### src/rtl/cpu_types_pkg.sv
// cpu_types_pkg: shared CPU types for the decode stage.
//   word_t          32-bit instruction/data word
//   aluop_t         ALU operation select (encoding 0 is the bubble value)
//   ctrl_bundle_t   packed control bundle, field order matches the ctrl_out port
//   decode_ctrl()   instruction word -> control bundle (undefined -> bubble)
package cpu_types_pkg;

  typedef logic [31:0] word_t;

  typedef enum logic [3:0] {
    ALU_ADD  = 4'd0,
    ALU_SUB  = 4'd1,
    ALU_AND  = 4'd2,
    ALU_OR   = 4'd3,
    ALU_XOR  = 4'd4,
    ALU_NOR  = 4'd5,
    ALU_SLT  = 4'd6,
    ALU_SLTU = 4'd7,
    ALU_SLL  = 4'd8,
    ALU_SRL  = 4'd9
  } aluop_t;

  typedef struct packed {
    logic   j;
    logic   jr;
    logic   jal;
    logic   beq;
    logic   bne;
    logic   halt;
    logic   RegDst;
    logic   ALUSrc;
    logic   MemToReg;
    logic   RegWrite;
    aluop_t ALUOp;
    logic   ExtOp;
    logic   ShiftOp;
    logic   lui;
    logic   dR_REQ;
    logic   dW_REQ;
    logic   datomic;
  } ctrl_bundle_t;

  localparam ctrl_bundle_t CTRL_BUBBLE = '0;

  // Opcodes
  localparam logic [5:0] RTYPE = 6'h00;
  localparam logic [5:0] J     = 6'h02;
  localparam logic [5:0] JAL   = 6'h03;
  localparam logic [5:0] BEQ   = 6'h04;
  localparam logic [5:0] BNE   = 6'h05;
  localparam logic [5:0] ADDI  = 6'h08;
  localparam logic [5:0] ADDIU = 6'h09;
  localparam logic [5:0] SLTI  = 6'h0A;
  localparam logic [5:0] SLTIU = 6'h0B;
  localparam logic [5:0] ANDI  = 6'h0C;
  localparam logic [5:0] ORI   = 6'h0D;
  localparam logic [5:0] XORI  = 6'h0E;
  localparam logic [5:0] LUI   = 6'h0F;
  localparam logic [5:0] LW    = 6'h23;
  localparam logic [5:0] SW    = 6'h2B;
  localparam logic [5:0] LL    = 6'h30;
  localparam logic [5:0] SC    = 6'h38;
  localparam logic [5:0] HALT  = 6'h3F;

  // R-type funct codes
  localparam logic [5:0] FN_SLL  = 6'h00;
  localparam logic [5:0] FN_SRL  = 6'h02;
  localparam logic [5:0] FN_JR   = 6'h08;
  localparam logic [5:0] FN_ADD  = 6'h20;
  localparam logic [5:0] FN_ADDU = 6'h21;
  localparam logic [5:0] FN_SUB  = 6'h22;
  localparam logic [5:0] FN_SUBU = 6'h23;
  localparam logic [5:0] FN_AND  = 6'h24;
  localparam logic [5:0] FN_OR   = 6'h25;
  localparam logic [5:0] FN_XOR  = 6'h26;
  localparam logic [5:0] FN_NOR  = 6'h27;
  localparam logic [5:0] FN_SLT  = 6'h2A;
  localparam logic [5:0] FN_SLTU = 6'h2B;

  // Every defined instruction sets at least one control bit, so a result
  // equal to CTRL_BUBBLE identifies an undefined opcode/funct.
  function automatic ctrl_bundle_t decode_ctrl(input word_t instr);
    ctrl_bundle_t c;
    logic [19:0]  unused_fields;
    c             = CTRL_BUBBLE;
    unused_fields = instr[25:6];
    case (instr[31:26])
      RTYPE: begin
        c.RegDst   = 1'b1;
        c.RegWrite = 1'b1;
        case (instr[5:0])
          FN_SLL:          begin c.ShiftOp = 1'b1; c.ALUOp = ALU_SLL; end
          FN_SRL:          begin c.ShiftOp = 1'b1; c.ALUOp = ALU_SRL; end
          FN_JR:           begin c = CTRL_BUBBLE; c.jr = 1'b1; end
          FN_ADD, FN_ADDU: c.ALUOp = ALU_ADD;
          FN_SUB, FN_SUBU: c.ALUOp = ALU_SUB;
          FN_AND:          c.ALUOp = ALU_AND;
          FN_OR:           c.ALUOp = ALU_OR;
          FN_XOR:          c.ALUOp = ALU_XOR;
          FN_NOR:          c.ALUOp = ALU_NOR;
          FN_SLT:          c.ALUOp = ALU_SLT;
          FN_SLTU:         c.ALUOp = ALU_SLTU;
          default:         c = CTRL_BUBBLE;
        endcase
      end
      J:   c.j = 1'b1;
      JAL: begin c.jal = 1'b1; c.RegWrite = 1'b1; end
      BEQ: begin c.beq = 1'b1; c.ExtOp = 1'b1; c.ALUOp = ALU_SUB; end
      BNE: begin c.bne = 1'b1; c.ExtOp = 1'b1; c.ALUOp = ALU_SUB; end
      ADDI, ADDIU: begin
        c.ALUSrc = 1'b1; c.RegWrite = 1'b1; c.ExtOp = 1'b1; c.ALUOp = ALU_ADD;
      end
      SLTI: begin
        c.ALUSrc = 1'b1; c.RegWrite = 1'b1; c.ExtOp = 1'b1; c.ALUOp = ALU_SLT;
      end
      SLTIU: begin
        c.ALUSrc = 1'b1; c.RegWrite = 1'b1; c.ExtOp = 1'b1; c.ALUOp = ALU_SLTU;
      end
      ANDI: begin c.ALUSrc = 1'b1; c.RegWrite = 1'b1; c.ALUOp = ALU_AND; end
      ORI:  begin c.ALUSrc = 1'b1; c.RegWrite = 1'b1; c.ALUOp = ALU_OR;  end
      XORI: begin c.ALUSrc = 1'b1; c.RegWrite = 1'b1; c.ALUOp = ALU_XOR; end
      LUI:  begin c.lui = 1'b1; c.ALUSrc = 1'b1; c.RegWrite = 1'b1; end
      LW: begin
        c.dR_REQ = 1'b1; c.MemToReg = 1'b1; c.RegWrite = 1'b1;
        c.ALUSrc = 1'b1; c.ExtOp = 1'b1;
      end
      SW: begin c.dW_REQ = 1'b1; c.ALUSrc = 1'b1; c.ExtOp = 1'b1; end
      // LL/SC address offsets are sign-extended like LW/SW.
      LL: begin
        c.dR_REQ = 1'b1; c.MemToReg = 1'b1; c.RegWrite = 1'b1;
        c.ALUSrc = 1'b1; c.ExtOp = 1'b1; c.datomic = 1'b1;
      end
      SC: begin
        c.dW_REQ = 1'b1; c.RegWrite = 1'b1; c.ALUSrc = 1'b1;
        c.ExtOp = 1'b1; c.datomic = 1'b1;
      end
      HALT:    c.halt = 1'b1;
      default: c = CTRL_BUBBLE;
    endcase
    return c;
  endfunction

endpackage

### src/rtl/llsc_link_reg.sv
// llsc_link_reg: per-core load-linked reservation with snoop invalidation.
//   CLK, RST              clock, synchronous active-high reset
//   ll_set, sc_check      LL retiring / SC evaluating in MEM
//   mem_addr              address of the LL/SC
//   snoop_inv, snoop_addr remote invalidate/write of a line
//   sc_success            combinational SC result
//   link_valid            reservation currently held
module llsc_link_reg #(
  parameter int unsigned ADDR_W   = 32,
  parameter int unsigned LINK_LSB = 2
) (
  input  logic              CLK,
  input  logic              RST,
  input  logic              ll_set,
  input  logic              sc_check,
  input  logic [ADDR_W-1:0] mem_addr,
  input  logic              snoop_inv,
  input  logic [ADDR_W-1:0] snoop_addr,
  output logic              sc_success,
  output logic              link_valid
);

  logic [ADDR_W-1:LINK_LSB] link_addr;
  logic                     link_valid_q;
  logic                     mem_match;
  logic                     snoop_old_hit;
  logic                     snoop_new_hit;
  logic                     unused_low_bits;

  assign unused_low_bits = ^{mem_addr[LINK_LSB-1:0], snoop_addr[LINK_LSB-1:0]};

  assign mem_match     = (mem_addr[ADDR_W-1:LINK_LSB] == link_addr);
  assign snoop_old_hit = snoop_inv && (snoop_addr[ADDR_W-1:LINK_LSB] == link_addr);
  // A snoop landing on the address being linked this cycle kills the new link.
  assign snoop_new_hit = snoop_inv &&
                         (snoop_addr[ADDR_W-1:LINK_LSB] == mem_addr[ADDR_W-1:LINK_LSB]);

  assign sc_success = sc_check && link_valid_q && mem_match;
  assign link_valid = link_valid_q;

  always_ff @(posedge CLK) begin
    if (RST) begin
      link_valid_q <= 1'b0;
      link_addr    <= '0;
    end else if (sc_check) begin
      // SC consumes the reservation; a coincident ll_set is dropped.
      link_valid_q <= 1'b0;
    end else if (ll_set) begin
      link_addr    <= mem_addr[ADDR_W-1:LINK_LSB];
      link_valid_q <= !snoop_new_hit;
    end else if (snoop_old_hit) begin
      link_valid_q <= 1'b0;
    end
  end

endmodule

### src/rtl/ctrl_decode_stage.sv
// ctrl_decode_stage: registered MIPS control decode with stall/flush,
// sticky halt latch and the LL/SC link register.
//   CLK, RST                 clock, synchronous active-high reset
//   imemload, in_valid       instruction from IF/ID and its valid flag
//   stall, flush             hold / bubble the decode register
//   ctrl_out, out_valid      registered control bundle and valid
//   ll_set, sc_check,
//   mem_addr, snoop_inv,
//   snoop_addr               link register inputs from MEM and snoop bus
//   sc_success, link_valid   SC result (combinational), reservation state
//   halted                   sticky halt
module ctrl_decode_stage
  import cpu_types_pkg::*;
#(
  parameter int unsigned ADDR_W         = 32,
  parameter int unsigned LINK_LSB       = 2,
  parameter int unsigned BUBBLE_ON_HALT = 1
) (
  input  logic              CLK,
  input  logic              RST,
  input  logic [31:0]       imemload,
  input  logic              in_valid,
  input  logic              stall,
  input  logic              flush,
  output ctrl_bundle_t      ctrl_out,
  output logic              out_valid,
  input  logic              ll_set,
  input  logic              sc_check,
  input  logic [ADDR_W-1:0] mem_addr,
  output logic              sc_success,
  input  logic              snoop_inv,
  input  logic [ADDR_W-1:0] snoop_addr,
  output logic              link_valid,
  output logic              halted
);

  ctrl_bundle_t ctrl_q;
  ctrl_bundle_t dec;
  ctrl_bundle_t load_ctrl;
  logic         valid_q;
  logic         load_valid;
  logic         halted_q;

  always_comb begin
    dec        = decode_ctrl(imemload);
    load_ctrl  = CTRL_BUBBLE;
    load_valid = 1'b0;
    if (in_valid && !((BUBBLE_ON_HALT != 0) && halted_q) && (dec != CTRL_BUBBLE)) begin
      load_ctrl  = dec;
      load_valid = 1'b1;
    end
  end

  always_ff @(posedge CLK) begin
    if (RST) begin
      ctrl_q   <= CTRL_BUBBLE;
      valid_q  <= 1'b0;
      halted_q <= 1'b0;
    end else begin
      if (flush) begin
        ctrl_q  <= CTRL_BUBBLE;
        valid_q <= 1'b0;
      end else if (!stall) begin
        ctrl_q  <= load_ctrl;
        valid_q <= load_valid;
      end
      // A halt only commits when it advances out of decode.
      if (ctrl_q.halt && !stall && !flush) begin
        halted_q <= 1'b1;
      end
    end
  end

  assign ctrl_out  = ctrl_q;
  assign out_valid = valid_q;
  assign halted    = halted_q;

  llsc_link_reg #(
    .ADDR_W   (ADDR_W),
    .LINK_LSB (LINK_LSB)
  ) u_link (
    .CLK        (CLK),
    .RST        (RST),
    .ll_set     (ll_set),
    .sc_check   (sc_check),
    .mem_addr   (mem_addr),
    .snoop_inv  (snoop_inv),
    .snoop_addr (snoop_addr),
    .sc_success (sc_success),
    .link_valid (link_valid)
  );

endmodule

### config.mk
export PLATFORM = sky130hd
export DESIGN_NAME = ctrl_decode_stage
export DESIGN_NICKNAME = d
export VERILOG_FILES = /design/src/rtl/cpu_types_pkg.sv /design/src/rtl/llsc_link_reg.sv /design/src/rtl/ctrl_decode_stage.sv
export SDC_FILE = /design/constraint.sdc
export NUM_CORES = 1
export LEC_CHECK = 0
export ABC_AREA = 1
export BUFFER_PORTS_ARGS = -buffer_cell sky130_fd_sc_hd__buf_2
export CORE_MARGIN = 2
export CORE_UTILIZATION = 51
export DETAILED_ROUTE_END_ITERATION = 10
export PLACE_DENSITY = 0.93
export SLEW_MARGIN = 20
export SYNTH_ARGS = -nofsm -noshare
export SYNTH_HDL_FRONTEND = slang
export SYNTH_HIERARCHICAL = 1
export SYNTH_SLANG_ARGS = --single-unit
### constraint.sdc
create_clock -name CLK -period 1.58 [get_ports CLK]
set_input_delay 0.316 -clock CLK [delete_from_list [all_inputs] [get_ports CLK]]
set_output_delay 0.316 -clock CLK [all_outputs]
set_load 0.01 [all_outputs]
* Word level (Yosys, flattened, before mapping) *
Index checks and enable logic that the tools add are counted.

storage, ports and cells
  register bits after elaboration = 53
  word-level logic and storage cells = 107
  input bits = 104
  output and inout port bits = 24

cells by class
  mux-type cells = 24
  bitwise logic cells = 1
  reduce and logical (&&, ||, !) cells = 29
  equality and inequality tests = 32

operators with widths
  kind                                                              number
  30-bit == test                                                    3
  6-bit == test (second input constant)                             15
  6-bit by 4-bit == test with 1-bit output (second input constant)  9
  4-bit one-hot mux with 9 select lines                             1
  12-bit OR reduction                                               3
  4-bit one-hot mux with 7 select lines                             1
  20-bit two-way mux                                                1
  20-bit nonzero test                                               1
  6-bit by 2-bit == test with 1-bit output (second input constant)  3
  9-bit one-hot mux with 2 select lines                             1
  1-bit one-hot mux with 2 select lines                             8
  2-bit OR reduction                                                8
  6-bit by 3-bit == test with 1-bit output (second input constant)  2
  6-bit zero test                                                   2
  1-bit two-way mux                                                 12
  10-bit OR reduction                                               1
  1-bit logical AND                                                 8
  1-bit zero test                                                   4
  2-bit AND reduction                                               1
  2-bit nonzero test                                                1
  1-bit NOT                                                         1

* Depth between registers and ports, before layout *
  depth after elaboration = 7
  gate-level depth with buffers = 11
  gate-level depth less buffers = 11

* Modules after synthesis *
The synthesis kept the hierarchy.

modules (own cells, without submodules)
  module             instances  cells an instance  area each (sq um)  sequential area each (sq um)
  llsc_link_reg      1          437                2492.4             620.6
  ctrl_decode_stage  1          204                1268.7             420.4

* Worst setup path after synthesis *
Ideal clock, no wire load.

  path type = in2reg
  from = in imemload[28]
  to = reg ctrl_q, in the netlist ctrl_out[17]
  slack = 189 ps
  library setup time = 70 ps
  buffers on the path = 1
  data required time = 1510 ps
  stages = 10
  data arrival time = 1320 ps
  cells stage by stage = nor2_2 nand3_2 nor2_1 nor2_1 nand2_1 nor2_1 nand2_4 buf_6 nand3_1 a21oi_1

on the way
  word-level cells in the longest chain between the ends = 6
  elaborated cells between the ends (all ways) = 45
  classes of those cells = eq/ne (17); mux (18); reduce/logical (10)

RTL lines
  element                                                        line                     source
  start: declaration                                             ctrl_decode_stage.sv:21  input logic [31:0] imemload,
  6-bit == test (tied with other cells)                          cpu_types_pkg.sv:87      case (instr[31:26])
  12-bit OR reduction (no source line) (tied with other cells)   --
  1-bit one-hot mux with 2 select lines (tied with other cells)  cpu_types_pkg.sv:87
  20-bit nonzero test                                            ctrl_decode_stage.sv:48  if (in_valid && !((BUBBLE_ON_HALT != 0) && halted_q) && (dec != CTRL_BUBBLE)) begin
  1-bit logical AND                                              ctrl_decode_stage.sv:48
  20-bit two-way mux (*)                                         ctrl_decode_stage.sv:48
  end signal: assignment                                         ctrl_decode_stage.sv:64  ctrl_q <= load_ctrl;
  end: declaration                                               ctrl_decode_stage.sv:37  ctrl_bundle_t ctrl_q;

Mark *: on every way between the ends. The rest lies on a longest branch, timed or not.
A chain may end at the register's enable or synchronous reset.

* Final worst setup path *
  from = reg u_link/link_addr[23] (netlist bit)
  to = out sc_success

on the way
  word-level cells in the longest chain between the ends = 2

RTL lines
  element                   line                     source
  start: declaration        llsc_link_reg.sv:23      logic [ADDR_W-1:LINK_LSB] link_addr;
  start signal: assignment  llsc_link_reg.sv:49      link_addr <= mem_addr[ADDR_W-1:LINK_LSB];
  30-bit == test            llsc_link_reg.sv:32      assign mem_match = (mem_addr[ADDR_W-1:LINK_LSB] == link_addr);
  1-bit logical AND         llsc_link_reg.sv:38      assign sc_success = sc_check && link_valid_q && mem_match;
  end: declaration          ctrl_decode_stage.sv:30  output logic sc_success,

No other way between the ends.

==> flow_summary.yaml <==
cts:
  cts_tree: "yes"
  cts-buffers-inserted: 5
  numClockSinks: 52
  cts.hold.buffers_added: 0
  cts-htree-levels: 2
  clk-insertion-delay-late_ns: 0.31
  clock_path_buffers: 2
  clk_pin_slew_worst_paths_ns: 0.11
  clockRootBuffer: "clkbuf_8"
drt:
  route.detailed.vias_per_inst: 5.261
  routed_wire_length_per_instance_um: 14.17
  drt_iter0_drc: 377
  antenna_left: 0
  drc_errors: 0
  first_pass_iters: 6
  vias: 4677
  routed_wirelength_mm: 12.59
grt:
  grtUsageTotal_pct: 30.64
  grt_overflow: 0
  wire_length_of_the_first_global_routing_pass_mm: 20.22
  antenna_violations_before_repair: 0
  grt_max_degree: 41
  grt_pass1_vias: 4466
power_and_ir_drop:
  switching_share_pct: 33.77
  power_per_cell_area_mw_per_mm2: 632.6
  net_switching_power_mw: 1.042
  portion_of_total_power_attributed_to_the_clock_network_pct: 25.6
  comb_power_share_pct: 28.5
  share_seq_of_total_power_pct: 46.0
  power.static_leakage_nw: 2.555
  max-vdd-ir-drop_v: 0.0004287
  internal-power_mw: 2.045
synth:
  post_synth_mux_area_share_pct: 0
  post_synth_instance_area_mm2: 0.003761
  synth_top_family_by_area: "simple AND/OR/NAND/NOR gates"
  synth-main-ff-cell: "dfxtp_1"
  asyncSetResetFlopFracSynth_pct: 0
  yosys_warnings: 6
  netlist_top_cells_area: "dfxtp_1, nand2_1, inv_1"
  post_synth_and_or_nand_nor_area_fraction_pct: 39.39
  synth.largest_area_cell: "dfxtp_1"
  synth_xor_area_share_pct: 4.192
  synth.top_cell.area_share_pct: 27.68
  post_synthesis_adder_cell_area_fraction_pct: 0
  synth_sequential_area_ratio_pct: 27.68
  gate_count_of_the_mapped_netlist: 641
  synth_enable_flop_cells: 0
  yosys.cell_types.count: 34
  synth_area_per_cell_um2: 5.868
  synth_compound_gate_area_share_pct: 14.57
  synth-seq-cells: 52
  syn_nets: 745
layout:
  antenna_diode_instance_count: 0
  syn2layout_area_growth_pct: 29.74
  finish.instance_area_mm2: 0.004880
  finalNetCount: 893
  drive_gt1_share_pct: 25.57
sta:
  setup-violations-final: 1
  hold_viol: 0
  skew_ns: 0.01215
  relSlewSlack_pct: 73.47
  finalCriticalPeriod_ns: 1.965
  setup_slack_ns: -0.3849
  transition_time_of_the_tightest_slew_check_pin_ns: 0.3980
  timing.final.crit_share_pct: 124.4
  report.final.slew_viol_count: 0
  grt_setup_unrepaired: "yes"
  fmax_mhz: 508.9
  hold-worst-slack_ns: 0.3005
critical_path:
  setup_crit_start_kind: "flip-flop"
  cp_max_fo: 4
  critPathRequiredTime_ns: 1.26
  worst-setup-path-type: "flip-flop to output pin"
  cp_capture_type: "output pin"
  worstPathArrival_ns: 1.65
placement:
  placed_cell_area_mm2: 0.004718
  globalplace.congestion: 0.9519
  pre_cts_slack_ns: -0.1134
  hpwl_after_detailed_placement_mm: 10.04
  number_of_buffers_inserted_by_port_buffering: 103
die:
  start_util_pct: 52.13
  die_y_um: 89.88
  fp.dieArea_mm2: 0.008078
  chipWidth_um: 89.88
  core_mm2: 0.007214
  num_rows: 31
  io_pins: 128
run_status:
  failed_checks: "setup timing"
  run_status: "finished with violations"
min_path:
  min_path_type: "input port to flip-flop"
flow_run:
  max_cap_violations: 0
-- per-stage QoR --
step / setup TNS [ns] / total power, mW / utilization [%] / std cells
2_1_floorplan: 0 / 1.901 / - / 641
3_3_place_gp: -0.8252 / 2.256 / 65.40 / 878
3_5_place_dp: -1.069 / 2.280 / 65.40 / 878
4_1_cts: -0.3235 / 3.063 / 66.96 / 887
5_1_grt: -0.4432 / 3.243 / 67.64 / 889
6_report: -0.3849 / 3.087 / 67.64 / 889
-- layer usage --
metal	vias to the layer above	track usage, %	wire length [um]
li1	2323	-	-
met3	43	5.448	1034
met5	-	0	0
met2	235	52.84	6086
met1	2076	37.05	5004
met4	0	14.49	469
-- critical path, stage by stage (launching register included) --
cell and delay, ns:
dfxtp_4 0.37, nand2_1 0.10, o21ai_0 0.09, nor2_1 0.11, nand4_1 0.13, or2_0 0.25
nor2_1 0.14, buf_2 0.15
-- cell usage after synthesis (2+ instances only) --
cell / instances
nand3_2: 2
xnor2_1: 14
buf_4: 4
nand3_1: 37
xor2_1: 4
nor2_1: 84
a21oi_1: 25
o21ai_1: 2
dfxtp_1: 52
or2_0: 2
nor2_2: 3
inv_1: 115
clkbuf_1: 4
nand2_1: 194
nor4_1: 2
o22ai_1: 16
nand4_1: 19
buf_1: 3
buf_2: 3
o2111ai_1: 2
nor2_4: 3
a211oi_1: 30
o21ai_0: 6
inv_2: 5
-- flip-flops by register name (all words and copies together), names as in the netlist --
register,cells
u_link/link_addr,30
halted,1
u_link/link_valid,1
out_valid,1
ctrl_out,19
-- cells by family (layout without fill, tap and decap cells) --
| family | count (synthesis) | count (layout) |
|---|---|---|
| compound gates | 86 | 86 |
| xor+xnor | 18 | 18 |
| buf+inv | 135 | 284 |
| flops | 52 | 52 |
| simple gates | 350 | 350 |
-- timing repair --
action,CTS,global route
gates resized for setup,9,14
buffers inserted,1,2
endpoints found under the setup margin,1,1
pin swaps,5,10
-- path summary, 6_finish.rpt --
kind	start	endpoint	slack, ns	cells after the start
setup / recovery	u_link/link_addr[23]	sc_success	-0.38	7
hold / removal	mem_addr[24]	u_link/link_addr[24]	0.30	3
setup reg to reg	u_link/link_addr[23]	u_link/link_valid	0.20	9
hold reg to reg	ctrl_out[15]	ctrl_out[15]	0.47	2
-- cell usage in the layout (no fill, tap or decap), types with 3 or more instances in the layout --
cell type	count
buf_2	103
clkbuf_8	5
o21ai_0	5
nand2_1	194
buf_4	51
o22ai_1	14
nor2_2	4
o21ai_1	3
a21oi_1	25
nand3_1	37
inv_2	8
nand4_1	19
xor2_1	3
nor2_1	83
a211oi_1	30
dfxtp_1	40
xnor2_1	14
dfxtp_2	10
nor2_4	3
inv_1	112
-- power by group through the flow --
stage          Clock, mW  Sequential [mW]  Combinational, mW
4_1_cts            0.801             1.42              0.846
5_1_grt            0.847             1.43              0.969
6_report           0.789             1.42              0.879
3_3_place_gp           0             1.44              0.816
2_1_floorplan          0             1.44              0.466
3_5_place_dp           0             1.44              0.836
-- cell type report --
type / count / area [um2]
fillers: 654 / 2335
flip-flops and latches: 52 / 1061
multi-input cells: 454 / 2216
repair buffers: 156 / 938.4
inverters: 120 / 450.4
clock inverters: 3 / 21.27
clock buffers: 5 / 68.82
well taps: 99 / 123.9
Note: power is estimated with default switching activity, not from simulation.
